[src/rtl/chip8_timer_bank_if.sv]
`timescale 1ns/100ps
// chip8_timer_bank_if: CPU-side load/read bus of the CHIP-8 timer bank.
// The master modport is the CPU, the slave modport is the timer bank.
interface chip8_timer_bank_if #(
  parameter int NUM_TIMERS = 2,
  parameter int WIDTH      = 8
);
  localparam int SEL_W = (NUM_TIMERS > 1) ? $clog2(NUM_TIMERS) : 1;

  logic                  wr_en;
  logic [SEL_W-1:0]      wr_sel;
  logic [WIDTH-1:0]      wr_data;
  logic [SEL_W-1:0]      rd_sel;
  logic [WIDTH-1:0]      rd_data;
  logic [NUM_TIMERS-1:0] active;

  modport master (
    output wr_en, wr_sel, wr_data, rd_sel,
    input  rd_data, active
  );

  modport slave (
    input  wr_en, wr_sel, wr_data, rd_sel,
    output rd_data, active
  );
endinterface

[src/rtl/chip8_timer_bank.sv]
`timescale 1ns/100ps
// chip8_timer_bank: two free-running prescalers (CPU step tick, 60 Hz tick)
// and NUM_TIMERS down-counting channels loaded and read by the CPU.
// Channel 0 is the delay timer, channel NUM_TIMERS-1 the sound timer.
// Defining TIMER_BUZZER_EN adds a square-wave buzzer output that runs
// while the sound timer is nonzero.
module chip8_timer_bank #(
  parameter int CLOCK_HZ   = 100000,
  parameter int CPU_HZ     = 500,
  parameter int TIMER_HZ   = 60,
  parameter int NUM_TIMERS = 2,
  parameter int WIDTH      = 8,
  parameter int BUZZER_HZ  = 440
) (
  input  logic              clk,
  input  logic              rst,
  chip8_timer_bank_if.slave bus,
  output logic              timer_cpu_tick,
  output logic              timer_60hz_tick
`ifdef TIMER_BUZZER_EN
  ,
  output logic              buzzer
`endif
);

  localparam int SEL_W   = (NUM_TIMERS > 1) ? $clog2(NUM_TIMERS) : 1;
  localparam int DIV_CPU = CLOCK_HZ / CPU_HZ;
  localparam int DIV_T   = CLOCK_HZ / TIMER_HZ;
  localparam int CW_CPU  = (DIV_CPU > 0) ? $clog2(DIV_CPU + 1) : 1;
  localparam int CW_T    = (DIV_T > 0) ? $clog2(DIV_T + 1) : 1;

  localparam logic [CW_CPU-1:0] DIV_CPU_C = CW_CPU'(DIV_CPU);
  localparam logic [CW_T-1:0]   DIV_T_C   = CW_T'(DIV_T);

  // Parameter sanity checks, caught at elaboration.
  if (NUM_TIMERS < 1) begin : g_err_num
    $error("chip8_timer_bank: NUM_TIMERS must be >= 1");
  end
  if (CPU_HZ > CLOCK_HZ) begin : g_err_cpu
    $error("chip8_timer_bank: CPU_HZ must not exceed CLOCK_HZ");
  end
  if (TIMER_HZ > CLOCK_HZ) begin : g_err_tmr
    $error("chip8_timer_bank: TIMER_HZ must not exceed CLOCK_HZ");
  end
  if (WIDTH < 1) begin : g_err_width
    $error("chip8_timer_bank: WIDTH must be >= 1");
  end
  if (BUZZER_HZ < 1) begin : g_err_buz
    $error("chip8_timer_bank: BUZZER_HZ must be >= 1");
  end

  logic [CW_CPU-1:0] cpu_cnt;
  logic [CW_T-1:0]   tmr_cnt;
  logic [WIDTH-1:0]  chan [NUM_TIMERS];

  // CPU step prescaler: counts 0..DIV_CPU, so the tick period is DIV_CPU+1.
  always_ff @(posedge clk or posedge rst) begin
    if (rst) begin
      cpu_cnt <= '0;
    end else if (cpu_cnt == DIV_CPU_C) begin
      cpu_cnt <= '0;
    end else begin
      cpu_cnt <= cpu_cnt + CW_CPU'(1);
    end
  end

  // 60 Hz prescaler: counts 0..DIV_T, so the tick period is DIV_T+1.
  always_ff @(posedge clk or posedge rst) begin
    if (rst) begin
      tmr_cnt <= '0;
    end else if (tmr_cnt == DIV_T_C) begin
      tmr_cnt <= '0;
    end else begin
      tmr_cnt <= tmr_cnt + CW_T'(1);
    end
  end

  // Ticks sit at count 0, so both are high in reset and the first cycle out.
  assign timer_cpu_tick  = (cpu_cnt == '0);
  assign timer_60hz_tick = (tmr_cnt == '0);

  // Channel update: a CPU load wins over the tick; others saturate at 0.
  always_ff @(posedge clk or posedge rst) begin
    if (rst) begin
      for (int i = 0; i < NUM_TIMERS; i++) begin
        chan[i] <= '0;
      end
    end else begin
      for (int i = 0; i < NUM_TIMERS; i++) begin
        if (bus.wr_en && (bus.wr_sel == SEL_W'(i))) begin
          chan[i] <= bus.wr_data;
        end else if (timer_60hz_tick && (chan[i] != '0)) begin
          chan[i] <= chan[i] - WIDTH'(1);
        end
      end
    end
  end

  // Zero-latency read mux; a select with no matching channel reads 0.
  always_comb begin
    bus.rd_data = '0;
    for (int i = 0; i < NUM_TIMERS; i++) begin
      if (bus.rd_sel == SEL_W'(i)) begin
        bus.rd_data = chan[i];
      end
    end
  end

  // Per-channel nonzero flags.
  always_comb begin
    bus.active = '0;
    for (int i = 0; i < NUM_TIMERS; i++) begin
      bus.active[i] = (chan[i] != '0);
    end
  end

`ifdef TIMER_BUZZER_EN
  localparam int DIV_B = CLOCK_HZ / (2 * BUZZER_HZ);
  localparam int CW_B  = (DIV_B > 0) ? $clog2(DIV_B + 1) : 1;
  localparam logic [CW_B-1:0] DIV_B_C = CW_B'(DIV_B);

  logic [CW_B-1:0] buz_cnt;
  logic            snd_active;

  assign snd_active = (chan[NUM_TIMERS-1] != '0);

  // Buzzer half-period counter; idles at 0 with the output low when silent.
  always_ff @(posedge clk or posedge rst) begin
    if (rst) begin
      buz_cnt <= '0;
      buzzer  <= 1'b0;
    end else if (!snd_active) begin
      buz_cnt <= '0;
      buzzer  <= 1'b0;
    end else if (buz_cnt == DIV_B_C) begin
      buz_cnt <= '0;
      buzzer  <= ~buzzer;
    end else begin
      buz_cnt <= buz_cnt + CW_B'(1);
    end
  end
`endif

endmodule

[src/flat_wrapper.sv]
// flat-port wrapper written by rule: the top's interface ports become plain ports
module chip8_timer_bank_flat 
#(
  parameter int CLOCK_HZ   = 100000,
  parameter int CPU_HZ     = 500,
  parameter int TIMER_HZ   = 60,
  parameter int NUM_TIMERS = 2,
  parameter int WIDTH      = 8,
  parameter int BUZZER_HZ  = 440
)
  (clk, rst, timer_cpu_tick, timer_60hz_tick, bus_wr_en, bus_wr_sel, bus_wr_data, bus_rd_sel, bus_rd_data, bus_active);
  chip8_timer_bank_if #(.NUM_TIMERS(NUM_TIMERS), .WIDTH(WIDTH)) bus_i ();
  input  logic clk;
  input  logic rst;
  output logic timer_cpu_tick;
  output logic timer_60hz_tick;
  input wire logic [$bits(bus_i.wr_en)-1:0] bus_wr_en;
  input wire logic [$bits(bus_i.wr_sel)-1:0] bus_wr_sel;
  input wire logic [$bits(bus_i.wr_data)-1:0] bus_wr_data;
  input wire logic [$bits(bus_i.rd_sel)-1:0] bus_rd_sel;
  output wire logic [$bits(bus_i.rd_data)-1:0] bus_rd_data;
  output wire logic [$bits(bus_i.active)-1:0] bus_active;
  assign bus_i.wr_en = bus_wr_en;
  assign bus_i.wr_sel = bus_wr_sel;
  assign bus_i.wr_data = bus_wr_data;
  assign bus_i.rd_sel = bus_rd_sel;
  assign bus_rd_data = bus_i.rd_data;
  assign bus_active = bus_i.active;
  chip8_timer_bank #(.CLOCK_HZ(CLOCK_HZ), .CPU_HZ(CPU_HZ), .TIMER_HZ(TIMER_HZ), .NUM_TIMERS(NUM_TIMERS), .WIDTH(WIDTH), .BUZZER_HZ(BUZZER_HZ)) u_core (.clk(clk), .rst(rst), .bus(bus_i), .timer_cpu_tick(timer_cpu_tick), .timer_60hz_tick(timer_60hz_tick));
endmodule
[config.mk]
export PLATFORM = sky130hd
export DESIGN_NAME = chip8_timer_bank_flat
export DESIGN_NICKNAME = d
export VERILOG_FILES = /design/src/rtl/chip8_timer_bank_if.sv /design/src/rtl/chip8_timer_bank.sv /design/src/flat_wrapper.sv
export SDC_FILE = /design/constraint.sdc
export NUM_CORES = 1
export LEC_CHECK = 0
export CAP_MARGIN = 20
export CORE_MARGIN = 4
export CORE_UTILIZATION = 50
export DETAILED_ROUTE_END_ITERATION = 6
export GPL_TIMING_DRIVEN = 0
export MAX_ROUTING_LAYER = met4
export PLACE_DENSITY = 0.79
export REMOVE_ABC_BUFFERS = 1
export SYNTH_ARGS = -nofsm -noshare
export SYNTH_HDL_FRONTEND = slang
export SYNTH_SLANG_ARGS = --single-unit
[constraint.sdc]
create_clock -name clk -period 1.8 [get_ports clk]
set_input_delay 0.36 -clock clk [delete_from_list [all_inputs] [get_ports clk]]
set_output_delay 0.36 -clock clk [all_outputs]
set_load 0.01 [all_outputs]
==> flow_summary_export.csv <==
group,metric,value,unit
die,die-area,0.00509,mm²
critical_path,worstPathRequired,2.00,ns
layout,syn2layout_area_growth,50.9,%
global_route,gr-usage-all-layers,24.7,%
yosys,ys_seq_area_share,43.6,%
timing,final.setup.worst_slack,-0.310,ns
clock_tree,cts.path.max_buffers,2,
yosys,ys_ff_latch,35,
place,gp_congestion,0.813,
timing,worstMarginPinSlew,0.723,ns
die,die_width,71.4,µm
clock_tree,insertion_delay,0.29,ns
timing,slew_headroom,51.7,%
layout,nets,305,
place,placed_area,0.00231,mm²
clock_tree,cts_sinks,35,
drt,via_per_inst,6.39,
yosys,synth.most_common_cell,"dfrtp_1",
yosys,avgSynthCellArea,9.33,µm²
timing,finalCritPeriodShare,117,%
layout,ff_latch_area,881,µm²
critical_path,cp-start-kind,"flip-flop",
clock_tree,htree_levels,2,
place,io_buffer_count,24,
layout,drive_above_1_share,40.2,%
die,num_io_pins,25,
drt,drt_iter0_drc,224,
die,coreArea,0.00377,mm²
timing,hold_viol,0,
run_status,status,"finished with violations",
clock_tree,cts_made_buffers,5,
global_route,grt_pass1_wl,9.58,mm
place,dp.cells,282,
die,rows,22,
die,dieHeight,71.4,µm
clock_tree,cts_tree,"yes",
timing,setup_violations,20,
layout,multiInputGateArea,0.00135,mm²
yosys,postSynthCellCount,215,
critical_path,reg2reg_slack,-0.31,ns
run_status,violations,"negative setup slack",
yosys,synthTopCellsByCount,"dfrtp_1, nor2_1, inv_1",
flow_run,cap_violations,0,
yosys,synth_edf_count,0,
yosys,synth_flop_cell,"dfrtp_1",
yosys,synthTopCellsByArea,"dfrtp_1, nor2_1, ha_1, xnor2_1, or4_1",
timing,rsz0062_at_grt,"true",
drt,wl_per_cell,20.5,µm
drt,first_pass_iters,7,
layout,fillers,206,
hold_path,min_path_type,"input pin to async pin",
layout,final_area,0.00303,mm²
yosys,netlist_area,0.00201,mm²
pwr,peakVddDrop,0.000435,V
drt,drc,0,
critical_path,r2r_end,"u_core.chan[12]",
critical_path,rr_startpoint,"u_core.tmr_cnt[1]",
layout,antenna_cells,0,
timing,holdWs,0.479,ns
timing,setup_total_negative_slack,-3.89,ns
yosys,synth_top_area_share,43.6,%
yosys,yosysTopAreaCell,"dfrtp_1",
timing,finClkSkew,0.00745,ns
timing,slew_viol_final,0,
global_route,grt_pass1_vias,1939,
yosys,synthDistinctLibCells,43,
pwr,powerDensity,618,mW/mm²
critical_path,cp_max_fo,3,
critical_path,reg2regPathDepth,11,
timing,layout_min_cycle_time,2.11,ns
drt,finalWirelength,6.84,mm
yosys,ys_warn_count,0,
drt,num_vias,2134,
critical_path,worstSetupPathType,"flip-flop to flip-flop",
drt,antenna_left,0,
critical_path,crit_arrival,2.31,ns
clock_tree,cts_root_buf,"clkbuf_8",
yosys,postSynth.asyncResetShare,100,%
global_route,antenna_found_initial,0,
pwr,leakage,1.22,nW
global_route,grt_max_degree,21,
pwr,total_power,1.87,mW
critical_path,end_kind,"flip-flop",
timing,fmax,0.474,GHz
layout,stdcell_count,334,
clock_tree,clk_pin_slew,0.08,ns
global_route,grt.overflow.total,0,
place,post-dp-hpwl,3.03,mm
die,floorplan.initialDensity,53.2,%
## layer usage
layer	share of wire [%]	global-route usage, %	vias up	wire length [µm]
li1	-	-	930	-
met1	37	29.4	1013	2500
met2	50	40.2	149	3400
met3	8.4	5.05	42	575
met4	5.3	11.3	0	360
met5	0	-	-	0
## registers in the layout, indices dropped and copies added, names as in the netlist
| name | flops |
|---|---|
| u_core.chan | 16 |
| u_core.cpu_cnt | 8 |
| u_core.tmr_cnt | 11 |
## cell families (layout without fill, tap and decap cells)
kind of cell | Yosys count | after routing | share of synthesized area (%)
AO/OA/AOI/OAI | 35 | 35 | 11.7
buffers and inverters | 20 | 89 | 3.87
AND/OR/NAND/NOR | 98 | 100 | 27.0
adder cells (fa/ha/maj) | 7 | 7 | 4.36
multiplexers | 6 | 6 | 3.37
flip-flops | 35 | 35 | 43.6
XOR/XNOR | 14 | 14 | 6.11
## how the worst max path moves through the flow
stage                           start         endpoint  slack, ns  cells after the start
finish              u_core.tmr_cnt[1]  u_core.chan[12]      -0.31                     11
CTS                   u_core.chan[11]    bus_active[0]      -0.23                      4
floorplan           u_core.tmr_cnt[0]   u_core.chan[2]      -0.39                      7
global route        u_core.tmr_cnt[1]  u_core.chan[12]      -0.36                     11
global placement    u_core.tmr_cnt[0]  timer_60hz_tick      -1.20                      6
detailed placement  u_core.tmr_cnt[0]  timer_60hz_tick      -1.17                      6
## critical path, cell delays in order (launching register included)
cell and delay (ns):
dfrtp_2 0.42, inv_2 0.09, ha_4 0.13, nor4b_4 0.25
nand3_2 0.20, buf_6 0.19, inv_4 0.06, buf_6 0.09
buf_6 0.10, buf_6 0.11, nand4b_1 0.11, a31oi_1 0.26
## placed cells by master, fill, tap and decap left out, drive strengths merged, types with 5 or more instances in the layout
cell	Yosys	routed
buf	2	48
nor2	30	30
nand4	6	6
o21ai	9	9
nand2	10	10
or4	12	12
clkbuf	4	7
inv	14	14
clkdlybuf4s50	0	11
ha	7	7
dfrtp	35	35
xor2	5	5
a31oi	11	11
o31ai	5	5
nand3	10	12
xnor2	9	9
dlygate4sd2	0	7
mux2	6	6
## where the power goes
| group | leakage (nW) | switching, mW | total (mW) | internal, mW |
|---|---|---|---|---|
| sequential | 0.413 | 0.0567 | 0.889 | 0.832 |
| clock | 0.0422 | 0.305 | 0.577 | 0.272 |
| combinational | 0.768 | 0.204 | 0.405 | 0.201 |
| total | 1.22 | 0.566 | 1.87 | 1.31 |
## cell type report
| cell class | instances | share of cell area [%] |
|---|---|---|
| inverters | 14 | 1.82 |
| clock inverters | 1 | 0.165 |
| repair buffers | 67 | 19.8 |
| clock buffers | 7 | 2.52 |
| well taps | 48 | 1.98 |
| flip-flops and latches | 35 | 29.1 |
| multi-input cells | 162 | 44.7 |
## what timing repair did
| action | in CTS | in global routing |
|---|---|---|
| buffers inserted | 32 | 13 |
| resized for setup | 74 | 38 |
| cloned | 2 | 1 |
| hold buffers | 0 | 0 |
| setup endpoints to repair | 34 | 28 |
| pin swaps | 21 | 26 |
## metrics by stage
step	utilization (%)	setup WS, ns
after floorplan	-	-0.389
after global placement	60.5	-1.20
after detailed placement	61.2	-1.17
after CTS	73.8	-0.230
after global routing	80.3	-0.356
final	80.3	-0.310
Power figures use the tool's default switching activity.
